$ cat src/rtl/link_param_streamer_pkg.sv
// Shared decoder-stage constants and link parameter streamer state encoding.
package link_param_streamer_pkg;

    localparam int STAGE_WIDTH = 3;

    localparam logic [STAGE_WIDTH-1:0] STAGE_IDLE               = 3'd0;
    localparam logic [STAGE_WIDTH-1:0] STAGE_PARAMETERS_LOADING = 3'd1;
    localparam logic [STAGE_WIDTH-1:0] STAGE_RESULT_VALID       = 3'd2;

    typedef enum logic [1:0] {
        ST_IDLE,
        ST_LOAD,
        ST_LOADED,
        ST_DRAIN
    } lps_state_t;

    // Boundary code 3 is undefined on the wire and is treated as non-existent (2).
    function automatic logic [1:0] sanitize_boundary(input logic [1:0] b);
        return (b == 2'd3) ? 2'd2 : b;
    endfunction

endpackage

$ cat src/rtl/link_result_serializer.sv
// Captures the per-link is_error vector and streams it out in RESULT_WIDTH chunks.
module link_result_serializer #(
    parameter int NUM_LINKS    = 8,
    parameter int RESULT_WIDTH = 4
) (
    input  logic                    clk,
    input  logic                    reset,
    input  logic                    start,
    input  logic                    abort,
    input  logic [NUM_LINKS-1:0]    is_error_vec,
    input  logic                    out_ready,
    output logic                    out_valid,
    output logic [RESULT_WIDTH-1:0] out_data,
    output logic                    out_last,
    output logic                    done
);

    localparam int NCH = (NUM_LINKS + RESULT_WIDTH - 1) / RESULT_WIDTH;
    localparam int CW  = NCH * RESULT_WIDTH;
    localparam int KW  = (NCH > 1) ? $clog2(NCH) : 1;

    logic [CW-1:0] captured;
    logic [KW-1:0] k;
    logic [KW-1:0] k_next;

    function automatic logic [RESULT_WIDTH-1:0] chunk(input logic [CW-1:0] bits,
                                                      input logic [KW-1:0] i);
        return bits[int'(i)*RESULT_WIDTH +: RESULT_WIDTH];
    endfunction

    assign k_next = k + 1'b1;
    assign done   = out_valid && out_ready && out_last;

    // NOTE: state is updated with non-blocking assignments so every register
    // samples pre-edge values regardless of statement order.
    always_ff @(posedge clk or posedge reset) begin
        if (reset) begin
            captured  <= '0;
            k         <= '0;
            out_valid <= 1'b0;
            out_data  <= '0;
            out_last  <= 1'b0;
        end else if (abort) begin
            out_valid <= 1'b0;
            out_last  <= 1'b0;
        end else if (start) begin
            // Zero-extension pads the tail of the final chunk.
            captured  <= CW'(is_error_vec);
            k         <= '0;
            out_valid <= 1'b1;
            out_data  <= chunk(CW'(is_error_vec), '0);
            out_last  <= (NCH == 1);
        end else if (out_valid && out_ready) begin
            if (out_last) begin
                out_valid <= 1'b0;
                out_last  <= 1'b0;
            end else begin
                k        <= k_next;
                out_data <= chunk(captured, k_next);
                out_last <= (k_next == KW'(NCH - 1));
            end
        end
    end

endmodule

$ cat src/rtl/link_param_streamer.sv
// Loads per-link weight/boundary/erasure parameters from a word stream and
// returns the links' is_error flags as a chunked result stream.
module link_param_streamer
    import link_param_streamer_pkg::*;
#(
    parameter int NUM_LINKS    = 8,
    parameter int MAX_WEIGHT   = 2,
    parameter int RESULT_WIDTH = 4,
    localparam int LBW         = $clog2(MAX_WEIGHT + 1)
) (
    input  logic                     clk,
    input  logic                     reset,
    input  logic [STAGE_WIDTH-1:0]   global_stage,
    input  logic                     in_valid,
    output logic                     in_ready,
    input  logic [LBW+2:0]           in_data,
    output logic [NUM_LINKS*LBW-1:0] weight_vec,
    output logic [NUM_LINKS*2-1:0]   boundary_vec,
    output logic [NUM_LINKS-1:0]     erased_vec,
    input  logic [NUM_LINKS-1:0]     is_error_vec,
    output logic                     out_valid,
    input  logic                     out_ready,
    output logic [RESULT_WIDTH-1:0]  out_data,
    output logic                     out_last,
    output logic                     params_done,
    output logic                     load_error
);

    localparam int IDXW = (NUM_LINKS > 1) ? $clog2(NUM_LINKS) : 1;

    lps_state_t      state;
    logic [IDXW-1:0] idx;
    logic            stage_load;
    logic            stage_result;
    logic            accept;
    logic            enter_load;
    logic            ser_start;
    logic            ser_abort;
    logic            ser_done;
    logic [LBW-1:0]  word_weight;
    logic [LBW-1:0]  clamped_weight;

    assign stage_load   = (global_stage == STAGE_PARAMETERS_LOADING);
    assign stage_result = (global_stage == STAGE_RESULT_VALID);

    // Ready drops in the same cycle the stage leaves loading, so an aborted
    // load never completes a handshake.
    assign in_ready = (state == ST_LOAD) && stage_load;
    assign accept   = in_valid && in_ready;

    assign enter_load = stage_load && (state != ST_LOAD);
    assign ser_start  = (state == ST_LOADED) && stage_result;
    assign ser_abort  = (state == ST_DRAIN) && stage_load;

    assign word_weight    = in_data[LBW:1];
    assign clamped_weight = (int'(word_weight) > MAX_WEIGHT) ? LBW'(MAX_WEIGHT) : word_weight;

    always_ff @(posedge clk or posedge reset) begin
        if (reset) begin
            state        <= ST_IDLE;
            idx          <= '0;
            weight_vec   <= '0;
            boundary_vec <= '0;
            erased_vec   <= '0;
            params_done  <= 1'b0;
            load_error   <= 1'b0;
        end else if (enter_load) begin
            state       <= ST_LOAD;
            idx         <= '0;
            params_done <= 1'b0;
            load_error  <= 1'b0;
        end else begin
            case (state)
                ST_LOADED: if (stage_result) state <= ST_DRAIN;
                ST_LOAD: begin
                    if (!stage_load) begin
                        load_error <= 1'b1;
                        state      <= ST_IDLE;
                    end else if (accept) begin
                        weight_vec[int'(idx)*LBW +: LBW]  <= clamped_weight;
                        boundary_vec[int'(idx)*2 +: 2]    <= sanitize_boundary(in_data[LBW+2:LBW+1]);
                        erased_vec[idx]                   <= in_data[0];
                        idx                               <= idx + 1'b1;
                        if (idx == IDXW'(NUM_LINKS - 1)) begin
                            state       <= ST_LOADED;
                            params_done <= 1'b1;
                        end
                    end
                end
                ST_DRAIN: if (ser_done) state <= ST_LOADED;
                default: ;
            endcase
        end
    end

    link_result_serializer #(
        .NUM_LINKS   (NUM_LINKS),
        .RESULT_WIDTH(RESULT_WIDTH)
    ) u_serializer (
        .clk         (clk),
        .reset       (reset),
        .start       (ser_start),
        .abort       (ser_abort),
        .is_error_vec(is_error_vec),
        .out_ready   (out_ready),
        .out_valid   (out_valid),
        .out_data    (out_data),
        .out_last    (out_last),
        .done        (ser_done)
    );

endmodule

$ cat config.mk
export PLATFORM = sky130hd
export DESIGN_NAME = link_param_streamer
export DESIGN_NICKNAME = d
export VERILOG_FILES = /design/src/rtl/link_param_streamer_pkg.sv /design/src/rtl/link_result_serializer.sv /design/src/rtl/link_param_streamer.sv
export SDC_FILE = /design/constraint.sdc
export NUM_CORES = 1
export LEC_CHECK = 0
export BUFFER_PORTS_ARGS = -buffer_cell sky130_fd_sc_hd__buf_2
export CAP_MARGIN = 40
export CORE_AREA = 8 8 81 83
export CTS_BUF_LIST = sky130_fd_sc_hd__clkbuf_2 sky130_fd_sc_hd__clkbuf_4 sky130_fd_sc_hd__clkbuf_8
export CTS_CLUSTER_SIZE = 20
export DETAILED_ROUTE_END_ITERATION = 10
export DIE_AREA = 0 0 89 91
export PLACE_DENSITY = 0.88
export SLEW_MARGIN = 20
export SYNTH_ARGS = -nofsm -noshare
export SYNTH_HDL_FRONTEND = slang
export SYNTH_SLANG_ARGS = --single-unit
export TNS_END_PERCENT = 100
$ cat constraint.sdc
create_clock -name clk -period 3.3 [get_ports clk]
set_input_delay 0.495 -clock clk [delete_from_list [all_inputs] [get_ports clk]]
set_output_delay 0.495 -clock clk [all_outputs]
set_load 0.03 [all_outputs]
==> metrics <==
outcome completed; first-pass GRT wire length 10.3 mm; PD cells 484 nW/µm²; CP max stage delay between 0.6 and 0.7 ns; Mapped Nets about 250; most numerous cell in the Yosys netlist dfrtp_1; vias after detailed routing about 2000; Synth area leaders dfrtp_1 56%, mux2_2 17%, nand2_1 4.7%; Fmax achieved 356 MHz; DRC Markers 0; layout cell share with drive strength beyond 1 46.4%; I/O pins 69; Worst Hold Class primary input to asynchronous set/reset pin; syn avg cell area 12.5 µm²; die extent in x between 80 and 90 µm; RePlAce Congestion 0.792; #FFs+latches synth 62; top cell type's share of synthesized area 55.7%; Synth area leader dfrtp_1; Routed WL 6.12 mm; CTS Buffer Depth 2; wire per inst around 16 µm; RSZ-0062 raised after global routing false; setup TNS 0 ns; Die Area a little over 8000 µm²; crit-path cells inv_1 > ha_1 > ha_1 > or3b_2 > nor4_2 > mux2_2; max-slew headroom at the worst pin around half; Inserted Diodes 0; Max-Cap Viols 0; sequential area share after synthesis roughly 56%; initial antenna violation count 0; Critical Path RT 3.52 ns; Leak Pwr about 0.0019 µW; Yosys warning count 0; vias in the first global route between 2000 and 2500; Worst setup SP type flop; Final setup viols 0; Main synth FF type dfrtp_1; slowest CP cell dfrtp_1; Starting DRT DRC Count 70; Initial Util 52.2%; Reg clk slew, reported paths about 0.070 ns; Async SR Flop Fraction 100%; Cell variety after synth 37; Root Driver clkbuf_8; CTS tree done; largest net degree at the start of global routing 48; H-tree level count 3; CP Max Fanout 11; Worst-Skew Late Latency 0.34 ns; Total Power 1660 µW; skew final around 0.014 ns; Hold Violations, Final 0; worst-case vdd ir drop 0.000352 V; Remaining Overflow, GRT 0; Pins Over Slew Limit 0; Resized Gates After CTS 0; 1st-pass router iterations 4; FP Rows 27; Slew @ Worst Pin 0.756 ns; Nets around 320; Layout area overhead 23.1%; Post-CTS Setup Inserts 0; via/cell ratio 5.29; final period utilization 85.1%; core area 5340 µm²; clk sinks 62; TritonCTS buffer count 9; Synth top cells by count 62 x dfrtp_1, 42 x mux2_2, 35 x nand2_1; WP data arrival 3.03 ns; Post-Syn Instances 222; Port Buffers 68; Routed Antenna Nets 0; HPWL after DPL 4.49 mm; die height 91 µm; Tmin final 2.81 ns; Synth Cell Area 2790 µm²; Setup Crit Path Kind flop to flop; Worst setup EP type flop; most used cell along the critical path ha_1; Post-synth EDFFs 0; All-Layer GR Usage 16.3%; hold buffers post-CTS 0
[cells by family after synthesis]
group                    after synthesis  synth area share [%]
multiplexers                          48                  19.2
buffers and inverters                  8                  1.39
XOR/XNOR                               1                 0.315
AND/OR/NAND/NOR                       79                  17.1
AO/OA/AOI/OAI                         19                  4.04
adder cells (fa/ha/maj)                5                  2.25
flip-flops                            62                  55.7
[critical path: cells and delay by family (launching register included)]
family | cells | cell delay, ns
flops | 1 | 0.62
simple gates | 2 | 0.87
buf+inv | 1 | 0.18
mux | 1 | 0.39
fa+ha+maj | 2 | 0.65
[sequential cells by signal (all words and copies together), names as in the netlist, 2 cells and up]
| register | cells |
|---|---|
| boundary_vec | 16 |
| erased_vec | 8 |
| idx | 3 |
| state | 2 |
| u_serializer.captured | 8 |
| u_serializer.out_data | 4 |
| weight_vec | 16 |
[layer usage]
layer	vias to the layer above	share of wire (%)	global-route usage (%)	wire length, µm
li1	935	-	-	-
met1	997	42	19.1	2600
met2	48	50	26.5	3050
met3	10	5.5	4.95	339
met4	0	2.1	7.63	127
met5	-	0	0	0
[stage by stage]
step                worst slack (ns)  utilization [%]  cell area, µm²  instances  hold WS [ns]
global placement               0.602             60.1            3210        360         0.457
global route                   0.323             64.2            3430        376         0.123
detailed placement             0.498             60.1            3210        360         0.463
floorplan                      0.796                -            2790        222         0.440
CTS                            0.472             64.2            3430        376         0.110
finish                         0.490             64.2            3430        376         0.106
[cell usage in the layout (no fill, tap or decap), types with 3 or more instances in the layout]
cell	n
buf_2	68
inv_1	3
nor2b_1	3
nor4_2	3
nor3b_1	5
dfrtp_1	62
mux2_2	42
nand3_1	8
nand2_1	35
mux2i_1	4
ha_1	5
o21ai_0	9
nor2_1	8
nand3b_1	3
a31oi_1	3
clkbuf_8	9
[final timing paths]
check	from	depth (start not counted)	slack, ns	end
max	idx[0]	6	0.49	boundary_vec[12]
min	reset	2	0.11	u_serializer.captured[5]
max reg2reg	idx[0]	6	0.49	boundary_vec[12]
min reg2reg	u_serializer.captured[4]	2	0.48	u_serializer.captured[4]
max in group asynchronous	reset	3	2.30	idx[0]
min in group clk	is_error_vec[5]	3	0.34	u_serializer.captured[5]
[where the power goes]
| part | internal [µW] | leakage [µW] | switching, µW |
|---|---|---|---|
| Clock | 427 | 0.000106 | 309 |
| Combinational | 45.4 | 0.000892 | 89.8 |
| Sequential | 776 | 0.000858 | 13.3 |
| Total | 1250 | 0.00186 | 412 |
[final cells by class]
cell class / count / area (µm²)
fillers: 424 / 1910
flip-flops and latches: 62 / 1550
multi-input cells: 152 / 1190
repair buffers: 70 / 355
clock buffers: 9 / 124
clock inverters: 7 / 97.6
well taps: 72 / 90.1
inverters: 4 / 15.0
Note: power is estimated with default switching activity, not from simulation.
